## src/rtl/qspi_flash_read_arbiter.sv

```systemverilog
// rtl/qspi_flash_read_arbiter.sv - two-requester QSPI flash byte-read arbiter with last-byte cache and watchdog
module qspi_flash_read_arbiter #(
  parameter int ADDR_W         = 24,
  parameter bit FIXED_PRIO     = 1'b0,
  parameter int TIMEOUT_CYCLES = 4095
) (
  input  logic              clk,
  input  logic              reset,
  input  logic              req0_valid,
  input  logic [ADDR_W-1:0] req0_addr,
  output logic              req0_ready,
  output logic              resp0_valid,
  output logic [7:0]        resp0_data,
  input  logic              req1_valid,
  input  logic [ADDR_W-1:0] req1_addr,
  output logic              req1_ready,
  output logic              resp1_valid,
  output logic [7:0]        resp1_data,
  input  logic              flush,
  output logic              flash_read_en,
  output logic [ADDR_W-1:0] flash_addr,
  input  logic              flash_ready,
  input  logic [7:0]        flash_rdata,
  output logic              timeout_err
);

  typedef enum logic [2:0] {
    S_IDLE, S_ISSUE, S_WAIT_LOW, S_WAIT_HIGH, S_RESPOND
  } state_t;

  localparam logic [11:0] TIMER_LAST = 12'(TIMEOUT_CYCLES - 1);

  state_t            state_q;
  logic              rr_q;
  logic              win_id_q;
  logic [ADDR_W-1:0] addr_q;
  logic [ADDR_W-1:0] cache_addr_q;
  logic              cache_valid_q;
  logic [7:0]        data_q;
  logic [11:0]       timer_q;

  logic              req0_ready_q, req1_ready_q;
  logic              resp0_valid_q, resp1_valid_q;
  logic [7:0]        resp0_data_q, resp1_data_q;
  logic              flash_read_en_q;
  logic [ADDR_W-1:0] flash_addr_q;
  logic              timeout_err_q;

  logic              win_sel;
  logic              any_valid;
  logic [ADDR_W-1:0] win_addr;
  logic              hit;

  always_comb begin
    win_sel = req1_valid;
    if (req0_valid && req1_valid) begin
      win_sel = FIXED_PRIO ? 1'b0 : rr_q;
    end
  end

  assign any_valid = req0_valid | req1_valid;
  assign win_addr  = win_sel ? req1_addr : req0_addr;
  // A flush in the lookup cycle must already count as a miss.
  assign hit       = cache_valid_q & ~flush & (win_addr == cache_addr_q);

  always_ff @(posedge clk or posedge reset) begin
    if (reset) begin
      state_q         <= S_IDLE;
      rr_q            <= 1'b0;
      win_id_q        <= 1'b0;
      addr_q          <= '0;
      cache_addr_q    <= '0;
      cache_valid_q   <= 1'b0;
      data_q          <= 8'h00;
      timer_q         <= '0;
      req0_ready_q    <= 1'b0;
      req1_ready_q    <= 1'b0;
      resp0_valid_q   <= 1'b0;
      resp1_valid_q   <= 1'b0;
      resp0_data_q    <= 8'h00;
      resp1_data_q    <= 8'h00;
      flash_read_en_q <= 1'b0;
      flash_addr_q    <= '0;
      timeout_err_q   <= 1'b0;
    end else begin
      req0_ready_q    <= 1'b0;
      req1_ready_q    <= 1'b0;
      resp0_valid_q   <= 1'b0;
      resp1_valid_q   <= 1'b0;
      flash_read_en_q <= 1'b0;
      timeout_err_q   <= 1'b0;
      if (flush) cache_valid_q <= 1'b0;

      case (state_q)
        S_IDLE: begin
          if (any_valid && (hit || flash_ready)) begin
            req0_ready_q <= ~win_sel;
            req1_ready_q <= win_sel;
            win_id_q     <= win_sel;
            addr_q       <= win_addr;
            rr_q         <= ~win_sel;
            if (hit) begin
              // data_q still holds the cached byte; only captures and aborts write it.
              state_q <= S_RESPOND;
            end else begin
              flash_addr_q    <= win_addr;
              flash_read_en_q <= 1'b1;
              state_q         <= S_ISSUE;
            end
          end
        end
        S_ISSUE: begin
          timer_q <= '0;
          state_q <= S_WAIT_LOW;
        end
        S_WAIT_LOW: begin
          if (timer_q == TIMER_LAST) begin
            timeout_err_q <= 1'b1;
            data_q        <= 8'hFF;
            cache_valid_q <= 1'b0;
            state_q       <= S_RESPOND;
          end else begin
            timer_q <= timer_q + 12'd1;
            if (!flash_ready) state_q <= S_WAIT_HIGH;
          end
        end
        S_WAIT_HIGH: begin
          if (flash_ready) begin
            data_q        <= flash_rdata;
            cache_addr_q  <= addr_q;
            cache_valid_q <= ~flush;
            state_q       <= S_RESPOND;
          end else if (timer_q == TIMER_LAST) begin
            timeout_err_q <= 1'b1;
            data_q        <= 8'hFF;
            cache_valid_q <= 1'b0;
            state_q       <= S_RESPOND;
          end else begin
            timer_q <= timer_q + 12'd1;
          end
        end
        S_RESPOND: begin
          resp0_valid_q <= ~win_id_q;
          resp1_valid_q <= win_id_q;
          if (win_id_q) resp1_data_q <= data_q;
          else          resp0_data_q <= data_q;
          flash_addr_q  <= '0;
          state_q       <= S_IDLE;
        end
        default: state_q <= S_IDLE;
      endcase
    end
  end

  assign req0_ready    = req0_ready_q;
  assign req1_ready    = req1_ready_q;
  assign resp0_valid   = resp0_valid_q;
  assign resp1_valid   = resp1_valid_q;
  assign resp0_data    = resp0_data_q;
  assign resp1_data    = resp1_data_q;
  assign flash_read_en = flash_read_en_q;
  assign flash_addr    = flash_addr_q;
  assign timeout_err   = timeout_err_q;

endmodule

```

## config.mk

```make
export PLATFORM = sky130hd
export DESIGN_NAME = qspi_flash_read_arbiter
export DESIGN_NICKNAME = d
export VERILOG_FILES = /design/src/rtl/qspi_flash_read_arbiter.sv
export SDC_FILE = /design/constraint.sdc
export NUM_CORES = 1
export LEC_CHECK = 0
export BUFFER_PORTS_ARGS = -buffer_cell sky130_fd_sc_hd__clkbuf_2
export CORE_ASPECT_RATIO = 0.8
export CORE_MARGIN = 4
export CORE_UTILIZATION = 29
export CTS_CLUSTER_SIZE = 8
export DETAILED_ROUTE_END_ITERATION = 16
export PLACE_DENSITY = 0.43
export SETUP_SLACK_MARGIN = 0.4
export SLEW_MARGIN = 20
export SYNTH_ARGS = -nofsm -noshare
export SYNTH_HDL_FRONTEND = slang
export SYNTH_SLANG_ARGS = --single-unit
```

## constraint.sdc

```tcl
create_clock -name clk -period 8.03 [get_ports clk]
set_input_delay 0.803 -clock clk [delete_from_list [all_inputs] [get_ports clk]]
set_output_delay 0.803 -clock clk [all_outputs]
set_load 0.01 [all_outputs]
```

# After elaboration in Yosys (flattened, before gate mapping)
# Cells that the tools add are included.
dict set report totals {
  reg_bits 120
  latch_bits 0
  out_inout_bits 46
  input_bits 62
  ramBits 0
  wordCells 83
  mem_bits_ro 0
  n_memories 0
}
dict set report op_classes {
  bitwise_logic 6
  eq_ne 11
  n_mux 34
  add_sub_neg 1
  reduce_logical 14
  shift 0
  div 0
  order_cmp 0
  multipliers 0
}
# cell n
set op_table {}
lappend op_table {{24-bit two-way mux} 3}
lappend op_table {{24-bit one-hot mux with 2 select lines} 1}
lappend op_table {{12-bit one-hot mux with 3 select lines} 1}
lappend op_table {{24-bit == test} 1}
lappend op_table {{12-bit two-way mux} 2}
lappend op_table {{3-bit two-way mux} 6}
lappend op_table {{8-bit two-way mux} 2}
lappend op_table {{8-bit one-hot mux with 2 select lines} 1}
lappend op_table {{1-bit two-way mux} 15}
lappend op_table {{12-bit by 1-bit adder with 12-bit output (second input constant)} 1}
lappend op_table {{12-bit == test (second input constant)} 1}
lappend op_table {{3-bit one-hot mux with 4 select lines} 1}
lappend op_table {{2-bit AND reduction} 5}
lappend op_table {{3-bit by 2-bit == test with 1-bit output (second input constant)} 2}
lappend op_table {{2-bit != test (second input constant)} 3}
lappend op_table {{3-bit != test (second input constant)} 2}
lappend op_table {{3-bit AND reduction} 2}
lappend op_table {{1-bit one-hot mux with 2 select lines} 2}
lappend op_table {{2-bit nonzero test} 2}
lappend op_table {{3-bit by 1-bit == test with 1-bit output (second input constant)} 1}
lappend op_table {{3-bit == test (second input constant)} 1}
lappend op_table {{3-bit logical NOT} 1}
lappend op_table {{1-bit NOT} 3}
lappend op_table {{3-bit nonzero test} 1}
lappend op_table {{4 further kinds} 6}

# Depth between registers and ports, before layout
# Gate-level depths: netlist of run 1.
dict set report logic_depth {
  ltp_word 9
  ltp_mapped 12
  depth_no_buf 9
}

# Worst setup path before layout of run 1
# OpenSTA, ideal clock, no wires.
dict set report synth_path {
  path_type {in2reg}
  start {input port req1_valid}
  end {register rr_q}
  path_slack_ns 5.037
  arrival_ns 2.867
  path_buffers 3
  setup_ns 0.125
  stages 11
  cell_sequence {buf_4 inv_4 nor2_8 mux2i_1 o22ai_1 a2111oi_0 and4bb_1 a31oi_1 buf_6 buf_8 mux2_4}
}
dict set report synth_between {
  elab_chain_cells 8
}
# item line
set synth_lines {}
lappend synth_lines {{start, declared} 14} ;# input logic req1_valid,
lappend synth_lines {{1-bit logical AND} 56} ;# if (req0_valid && req1_valid) begin
lappend synth_lines {{1-bit two-way mux} 56}
lappend synth_lines {{24-bit two-way mux} 62} ;# assign win_addr = win_sel ? req1_addr : req0_addr;
lappend synth_lines {{24-bit == test} 64} ;# assign hit = cache_valid_q & ~flush & (win_addr == cache_addr_q);
lappend synth_lines {{1-bit bitwise AND} 64}
lappend synth_lines {{1-bit logical OR} 96} ;# if (any_valid && (hit || flash_ready)) begin
lappend synth_lines {{1-bit logical AND} 96}
lappend synth_lines {{2-bit AND reduction (no line)} n/a}
lappend synth_lines {{end signal, assigned} 101} ;# rr_q <= ~win_sel;
lappend synth_lines {{end, declared} 34} ;# logic rr_q;
# Parallel ways exist; a longest one is shown, timed or not.
# A chain may end at the register's enable or synchronous reset.

# Worst setup path after layout of run 1
dict set report layout_path {
  start {input port req0_valid}
  end {register flash_addr_q[18], in the netlist flash_addr[18]}
}
dict set report layout_between {
  elab_chain_cells 9
}
# item line
set layout_lines {}
lappend layout_lines {{start, declared} 9} ;# input logic req0_valid,
lappend layout_lines {{1-bit logical AND} 56}
lappend layout_lines {{1-bit two-way mux} 56}
lappend layout_lines {{24-bit two-way mux} 62}
lappend layout_lines {{24-bit == test} 64}
lappend layout_lines {{1-bit bitwise AND} 64}
lappend layout_lines {{1-bit logical OR} 96}
lappend layout_lines {{1-bit logical AND} 96}
lappend layout_lines {{2-bit != test (no line)} n/a}
lappend layout_lines {{3-bit AND reduction (no line)} n/a}
lappend layout_lines {{end signal, assigned} 106} ;# flash_addr_q <= win_addr;
lappend layout_lines {{end, declared} 46} ;# logic [ADDR_W-1:0] flash_addr_q;
# Parallel ways exist; a longest one is shown, timed or not. The select of a mux whose other input is x is not followed.

==> results by group, run 1 <==
Hold path
  • Hold/Removal Path Class: reg -> reg
  • Hold_sp: flash_addr[2]$_DFFE_PP0P_
  • Worst hold path endpoint: flash_addr[2]$_DFFE_PP0P_
  • Hold path cells: 1

Critical path
  • Crit-path max FO: 27
  • Worst EP required: around 8.3 ns
  • Worst endpoint data arrival time: around 4.3 ns
  • RR Endpoint: flash_addr[18]$_DFFE_PP0P_
  • Flop-to-flop setup slack: around 4.2 ns
  • Worst R2R Path Depth: 9
  • Startpoint types: input port
  • Critical setup path kind: in -> reg
  • Setup crit end kind: register
  • Worst r2r src: rr_q$_DFFE_PP0P_

Clock network
  • CTS tree: yes
  • # clock sinks: 120
  • Post_cts resized: 0
  • CTS Buffer Depth: 2
  • Clock transition at the registers of the reported paths: ~0.06 ns
  • H-tree levels: 4
  • Clk root buf: clkbuf_16
  • Total CTS buffers: 17
  • Post-CTS Hold Buffers: 0
  • Clk Latency, worst-skew pair: 0.42 ns
  • Number of post-CTS setup repair buffers: 0

STA
  • Skew final: ~0.011 ns
  • Slew margin rel.: about two fifths
  • Least-Margin Pin Slew: 0.9108 ns
  • Crit share post-route: 49.42%
  • Setup_tns: 0 ns
  • Final setup fails: 0
  • Slew Limit Fails: 0
  • Period minus WS final: 3.968 ns
  • Final worst slack: roughly 4.1 ns
  • Hold Vio Cnt, Final: 0
  • Fin Hold WS: approximately 0.5 ns
  • F_max: between 200 and 300 MHz
  • Unrepaired setup endpoints after global routing: false

Yosys
  • Yosys warns: 0
  • Sequential fraction of the synthesis area: 53.18%
  • Yosys cell types: 60
  • Asr flop ratio synth: 100.0%
  • Syn nets: between 500 and 600
  • Post-synth top flop: dfrtp_1
  • Post-synth EDFFs: 0
  • Flops & latches, synth: 120
  • Mapped Area: between 0.005 and 0.006 mm2
  • Synth Instances: around 500
  • Avg Synthesized Cell Area: between 10 and 15 um2

Global route
  • First-pass GRT wire length: 26030 um
  • Total GRT Usage: approximately 16%
  • Total grt overflow: 0
  • Initial antenna violation count: 0
  • Vias in the first global route: approximately 4600
  • Largest net degree at the start of global routing: 67

Floorplanning
  • # rows: 45
  • Die W: about 160 um
  • Ports: roughly 110
  • Initial core utilization: ~30%
  • Die footprint: 0.02178 mm2
  • Chip Height: 132.8 um
  • CORE AREA: between 0.015 and 0.02 mm2

Place
  • Dpl hpwl: ~12000 um
  • Placement Setup Slack: 3.706 ns
  • Buffers added on ports: between 100 and 150
  • Post-Place Cells: around 850
  • GPL Wtd Cong: between 0.8 and 0.9

Route
  • Average wire per standard cell: 18.48 um
  • Antenna-violating nets left: 0
  • DR vias: about 4300
  • Via-to-Cell Ratio: about 4.8
  • DR DRC count: 0
  • First DRT Iteration DRCs: 199
  • Detailed-route wire length: ~16000 um
  • Detailed Routing Iterations Pass 1: 5

Final layout
  • Layout Nets: around 680
  • Share of post-route cells with drive strength above 1: between 20% and 30%
  • Finished Layout Cells: 884
  • Area Overhead vs Synth: 23.44%
  • Commonest cells after routing, fill and taps aside: dfrtp_1, clkbuf_2, nand2_1
  • Commonest non-fill, non-tap cell in the layout: dfrtp_1
  • Diodes inserted: 0

Flow run
  • Max Cap Viol: 0

Power and ir drop
  • Pwr Density: between 300 and 400 mW/mm2
  • Leakage Power: 0.003394 uW
  • Worst IR Drop VDD: 0.0001248 V

Run status
  • Status: finished clean
[kinds of logic after synthesis]
kind of cell | count (synthesis) | share of synthesized area, %
AOI/OAI and AO/OA | 116 | 15.16
xor gates and xnor gates | 15 | 2.327
adders and majority gates | 2 | 0.4431
buffers and inverters | 56 | 4.764
DFF | 120 | 53.18
muxes | 62 | 11.94
and+or+nand+nor | 133 | 12.19
[per-layer routing]
layer,part of all wire [%],up-vias,global-route usage [%]
met1,49,2136,22.72
met2,45,105,23.24
met5,0,-,0
li1,-,2027,-
met3,4.3,16,3.644
met4,1.0,0,4.332
[area by class of cell]
cell class / count / area [um2]
clock inverter: 8 / 71.32
sequential: 120 / 3003
timing repair buffer: 111 / 565.5
multi-input combinational: 328 / 2390
tap: 258 / 322.8
inverter: 35 / 136.4
fill: 1971 / 12060
clock buffer: 24 / 481.7
[power by group]
part	switching, uW	internal [uW]	total, uW
combinational	431	359	790
sequential	183	855	1040
clock	271	447	719
total	885	1660	2550
[cell usage after synthesis, types with 10 or more instances]
| cell | number | area (um2) |
|---|---|---|
| dfrtp_1 | 120 | 3003 |
| nand2_1 | 47 | 176.4 |
| inv_1 | 33 | 123.9 |
| mux2_2 | 32 | 360.4 |
| mux2i_1 | 27 | 270.3 |
| nor2_1 | 26 | 97.59 |
| o21ai_0 | 24 | 120.1 |
| o2bb2ai_1 | 17 | 148.9 |
| nand2b_1 | 11 | 68.82 |
| a21oi_1 | 10 | 50.05 |
| clkbuf_1 | 10 | 37.54 |
| xnor2_1 | 10 | 87.58 |
[critical path, stage by stage]
cell and delay (ns):
clkbuf_2 0.10, nor2b_1 0.67, nor2_8 0.25, a21boi_1 0.43
o2111ai_1 0.17, nor4_1 0.39, nand4_1 0.23, nand2_1 0.72
inv_2 0.26, a22o_1 0.25
[per-stage QoR]
| stage | area [um2] | total power, uW | utilization, % |
|---|---|---|---|
| 5_1_grt | 6970 | 2717 | 36.63 |
| 3_3_place_gp | 6417 | 1823 | 33.72 |
| 3_5_place_dp | 6417 | 1844 | 33.72 |
| 6_report | 6970 | 2546 | 36.63 |
| 4_1_cts | 6970 | 2572 | 36.63 |
| 2_1_floorplan | 5647 | 1550 | - |
[worst max-delay path by stage]
stage	cells after the start	end	start	slack, ns
after global routing	10	flash_addr[11]$_DFFE_PP0P_	req0_valid	3.89
after global placement	10	rr_q$_DFFE_PP0P_	req0_valid	3.82
final	10	flash_addr[18]$_DFFE_PP0P_	req0_valid	4.06
after detailed placement	10	rr_q$_DFFE_PP0P_	req0_valid	3.71
after floorplan	1	addr_q[0]$_DFFE_PP0P_	reset	4.04
after CTS	10	flash_addr[18]$_DFFE_PP0P_	req0_valid	4.10
[state kept, by name (all words and copies together) (netlist names), 3 cells and up]
| name | flops |
|---|---|
| resp1_data | 8 |
| resp0_data | 8 |
| state_q | 3 |
| addr_q | 24 |
| flash_addr | 24 |
| timer_q | 12 |
| data_q | 8 |
| cache_addr_q | 24 |
(Power assumes the default switching activity.)
==> run 2, diff against run 1 <==
--- a/config.mk
+++ b/config.mk
@@ -5,13 +5,14 @@
 export SDC_FILE = /design/constraint.sdc
 export NUM_CORES = 1
 export LEC_CHECK = 0
+export ABC_AREA = 1
 export BUFFER_PORTS_ARGS = -buffer_cell sky130_fd_sc_hd__clkbuf_2
 export CORE_ASPECT_RATIO = 0.8
 export CORE_MARGIN = 4
 export CORE_UTILIZATION = 29
 export CTS_CLUSTER_SIZE = 8
 export DETAILED_ROUTE_END_ITERATION = 16
-export PLACE_DENSITY = 0.43
+export PLACE_DENSITY = 0.45
 export SETUP_SLACK_MARGIN = 0.4
 export SLEW_MARGIN = 20
 export SYNTH_ARGS = -nofsm -noshare
==> constraint.sdc (replaced) <==
create_clock -name clk -period 3.3 [get_ports clk]
set_input_delay 0.33 -clock clk [delete_from_list [all_inputs] [get_ports clk]]
set_output_delay 0.33 -clock clk [all_outputs]
set_load 0.01 [all_outputs]
==> run 2 against run 1 <==
Count of clock-buffer cells in the layout fell by 4. Sequential share of layout area fell by 1.9 points. Non-clock buffer count rose by 9. Core utilization rose by 1.1 points. Register-to-register slack got worse by 3.5 ns. Critical path type is now reg -> reg. Final area rose by 4.5%. Sequential power rose by 130%. Clock power rose to 2.5 times the previous value. Setup slack got worse by 3.4 ns.
==> results by group, run 2 <==
Global route
  • First-pass GRT wire length: 27590 um
  • Largest net degree at the start of global routing: between 40 and 50
  • Total GRT Usage: roughly 16%
  • Initial antenna violation count: 0
  • Vias in the first global route: 4966
  • Total grt overflow: 0

Route
  • Detailed Routing Iterations Pass 1: 5
  • Antenna-violating nets left: 0
  • First DRT Iteration DRCs: between 300 and 400
  • DR vias: 5134
  • DR DRC count: 0
  • Detailed-route wire length: approximately 17000 um
  • Via-to-Cell Ratio: between 4 and 5
  • Average wire per standard cell: 15.00 um

Critical path
  • RR Endpoint: flash_addr[0]$_DFFE_PP0P_
  • CP Launch Point: rr_q$_DFFE_PP0P_
  • Startpoint types: register
  • Worst R2R Path Depth: 17
  • Critical setup path kind: reg -> reg
  • Worst EP required: 3.65 ns
  • Crit-path max FO: 24
  • Flop-to-flop setup slack: roughly 0.65 ns
  • Setup crit end kind: register
  • Worst r2r src: rr_q$_DFFE_PP0P_
  • Worst endpoint data arrival time: ~3.0 ns
  • Setup crit end: flash_addr[0]$_DFFE_PP0P_

Yosys
  • Synth Instances: around 770
  • Yosys warns: 0
  • Top-count cell post-synth: nand2_1
  • Asr flop ratio synth: 100.0%
  • Syn nets: 833
  • Synth area leaders: dfrtp_1, nand2_1, nand3_1
  • Avg Synthesized Cell Area: roughly 7.5 um2
  • Yosys cell types: 28
  • Sequential fraction of the synthesis area: ~52%
  • Post-synth EDFFs: 0
  • Flops & latches, synth: 120
  • Mapped Area: roughly 0.0058 mm2
  • Yosys top cell by area: dfrtp_1
  • Synth top cells by count: nand2_1, dfrtp_1, inv_1
  • Post-synth top flop: dfrtp_1
  • Post-synth top area share: between 50% and 60%

STA
  • Period minus WS final: ~2.7 ns
  • Crit share post-route: 80.38%
  • Least-Margin Pin Slew: 0.8650 ns
  • Slew Limit Fails: 0
  • Slew margin rel.: 42.12%
  • Skew final: 0.007568 ns
  • Unrepaired setup endpoints after global routing: false
  • Hold Vio Cnt, Final: 0
  • F_max: ~380 MHz
  • Final setup fails: 0
  • Setup_tns: 0 ns

Flow run
  • Max Cap Viol: 0

Floorplanning
  • Initial core utilization: roughly 30%
  • Ports: 108
  • Die footprint: between 0.02 and 0.025 mm2
  • Die W: between 150 and 200 um
  • CORE AREA: 0.01931 mm2
  • # rows: 45
  • Chip Height: between 100 and 150 um

Place
  • Placement Cell Area: 0.006658 mm2
  • Dpl hpwl: approximately 13000 um
  • Buffers added on ports: 107
  • GPL Wtd Cong: roughly 0.77

Clock network
  • Clock transition at the registers of the reported paths: around 0.060 ns
  • CTS Buffer Depth: 2
  • Clk root buf: clkbuf_16
  • Total CTS buffers: 17
  • # clock sinks: 120
  • Post-CTS Hold Buffers: 0
  • Number of post-CTS setup repair buffers: 0
  • Clk Latency, worst-skew pair: 0.41 ns
  • H-tree levels: 4
  • CTS tree: yes

Final layout
  • Area Overhead vs Synth: 25.50%
  • Register area: 0.003003 mm2
  • Area of the multi-input gates: around 0.0024 mm2
  • Commonest non-fill, non-tap cell in the layout: nand2_1
  • Commonest cells after routing, fill and taps aside: nand2_1, dfrtp_1, clkbuf_2
  • Diodes inserted: 0
  • Design Area, Final: ~0.0073 mm2
  • Fill cell count: roughly 2000
  • Share of post-route cells with drive strength above 1: 18.97%
  • Layout Nets: between 900 and 1000

Power and ir drop
  • Pwr Density: about 900 mW/mm2
  • Total Power: ~6400 uW
  • Worst IR Drop VDD: 0.0002968 V
  • Leakage Power: ~0.0039 uW

Run status
  • Status: finished clean

Hold path
  • Hold/Removal Path Class: in -> async
run 2: how the worst min path moves through the flow:
stage          slack, ns                  startpoint                    endpoint  cells past startpoint
6_report            0.06                       reset       addr_q[4]$_DFFE_PP0P_                      2
5_1_grt             0.09                       flush     cache_valid_q$_DFF_PP0_                      2
4_1_cts             0.07                       reset       addr_q[4]$_DFFE_PP0P_                      2
3_5_place_dp        0.46  flash_addr[18]$_DFFE_PP0P_  flash_addr[18]$_DFFE_PP0P_                      2
3_3_place_gp        0.46  flash_addr[18]$_DFFE_PP0P_  flash_addr[18]$_DFFE_PP0P_                      2
2_1_floorplan       0.39                       flush     cache_valid_q$_DFF_PP0_                      1
run 2: cells by family after synthesis:
logic type	Yosys count	synth area share, %
adders and majority gates	2	0.4311
AOI/OAI and AO/OA	89	8.105
buffers and inverters	127	8.601
xor gates and xnor gates	4	0.6035
DFF	120	51.74
and+or+nand+nor	427	30.52
run 2: power breakdown:
group | total (uW) | internal (uW) | switching [uW]
clock network | 1800 | 1130 | 672
registers | 2380 | 2060 | 323
logic | 2250 | 764 | 1480
total | 6420 | 3950 | 2480
run 2: worst max-delay path: stages (launching register included):
cell     delay [ns]
dfrtp_1        0.35
inv_2          0.05
nand2_2        0.13
nand2_1        0.09
buf_4          0.19
nand2_1        0.13
nand2_1        0.09
nand2_1        0.06
nand2_1        0.05
nor2_1         0.15
nand3_1        0.14
nor2_1         0.14
nand3_1        0.18
nor2_2         0.31
nor2_4         0.17
nand2_8        0.19
nand2_1        0.08
nand2_1        0.07
run 2: layer usage:
layer	vias up	track usage, %	wire, um
li1	2642	-	-
met1	2364	25.34	9722
met2	118	20.60	6707
met3	10	3.600	745
met4	0	4.123	131
met5	-	0	0
run 2: what timing repair did:
| item | in CTS | in global routing |
|---|---|---|
| pin swaps | 0 | 1 |
| gates cloned | 0 | 2 |
| hold endpoints to repair | 0 | 0 |
| endpoints found under the setup margin | 4 | 50 |
| resized for setup | 1 | 6 |
run 2: metrics by stage:
stage	utilization (%)	hold WS (ns)	worst slack (ns)	instances
after global placement	34.47	0.4631	0.3597	1120
after floorplan	-	0.3931	1.287	769
after CTS	37.49	0.07462	0.3956	1152
after global routing	37.72	0.09321	0.4101	1154
after detailed placement	34.47	0.4618	0.3354	1120
final	37.72	0.06115	0.6473	1154
run 2: final cells by class:
| cell class | instances | share of cell area [%] |
|---|---|---|
| multi-input cells | 524 | 32.36 |
| clock buffers | 20 | 6.132 |
| inverters | 100 | 5.204 |
| repair buffers | 120 | 8.914 |
| clock inverters | 12 | 1.735 |
| well taps | 258 | 4.431 |
| flip-flops and latches | 120 | 41.22 |
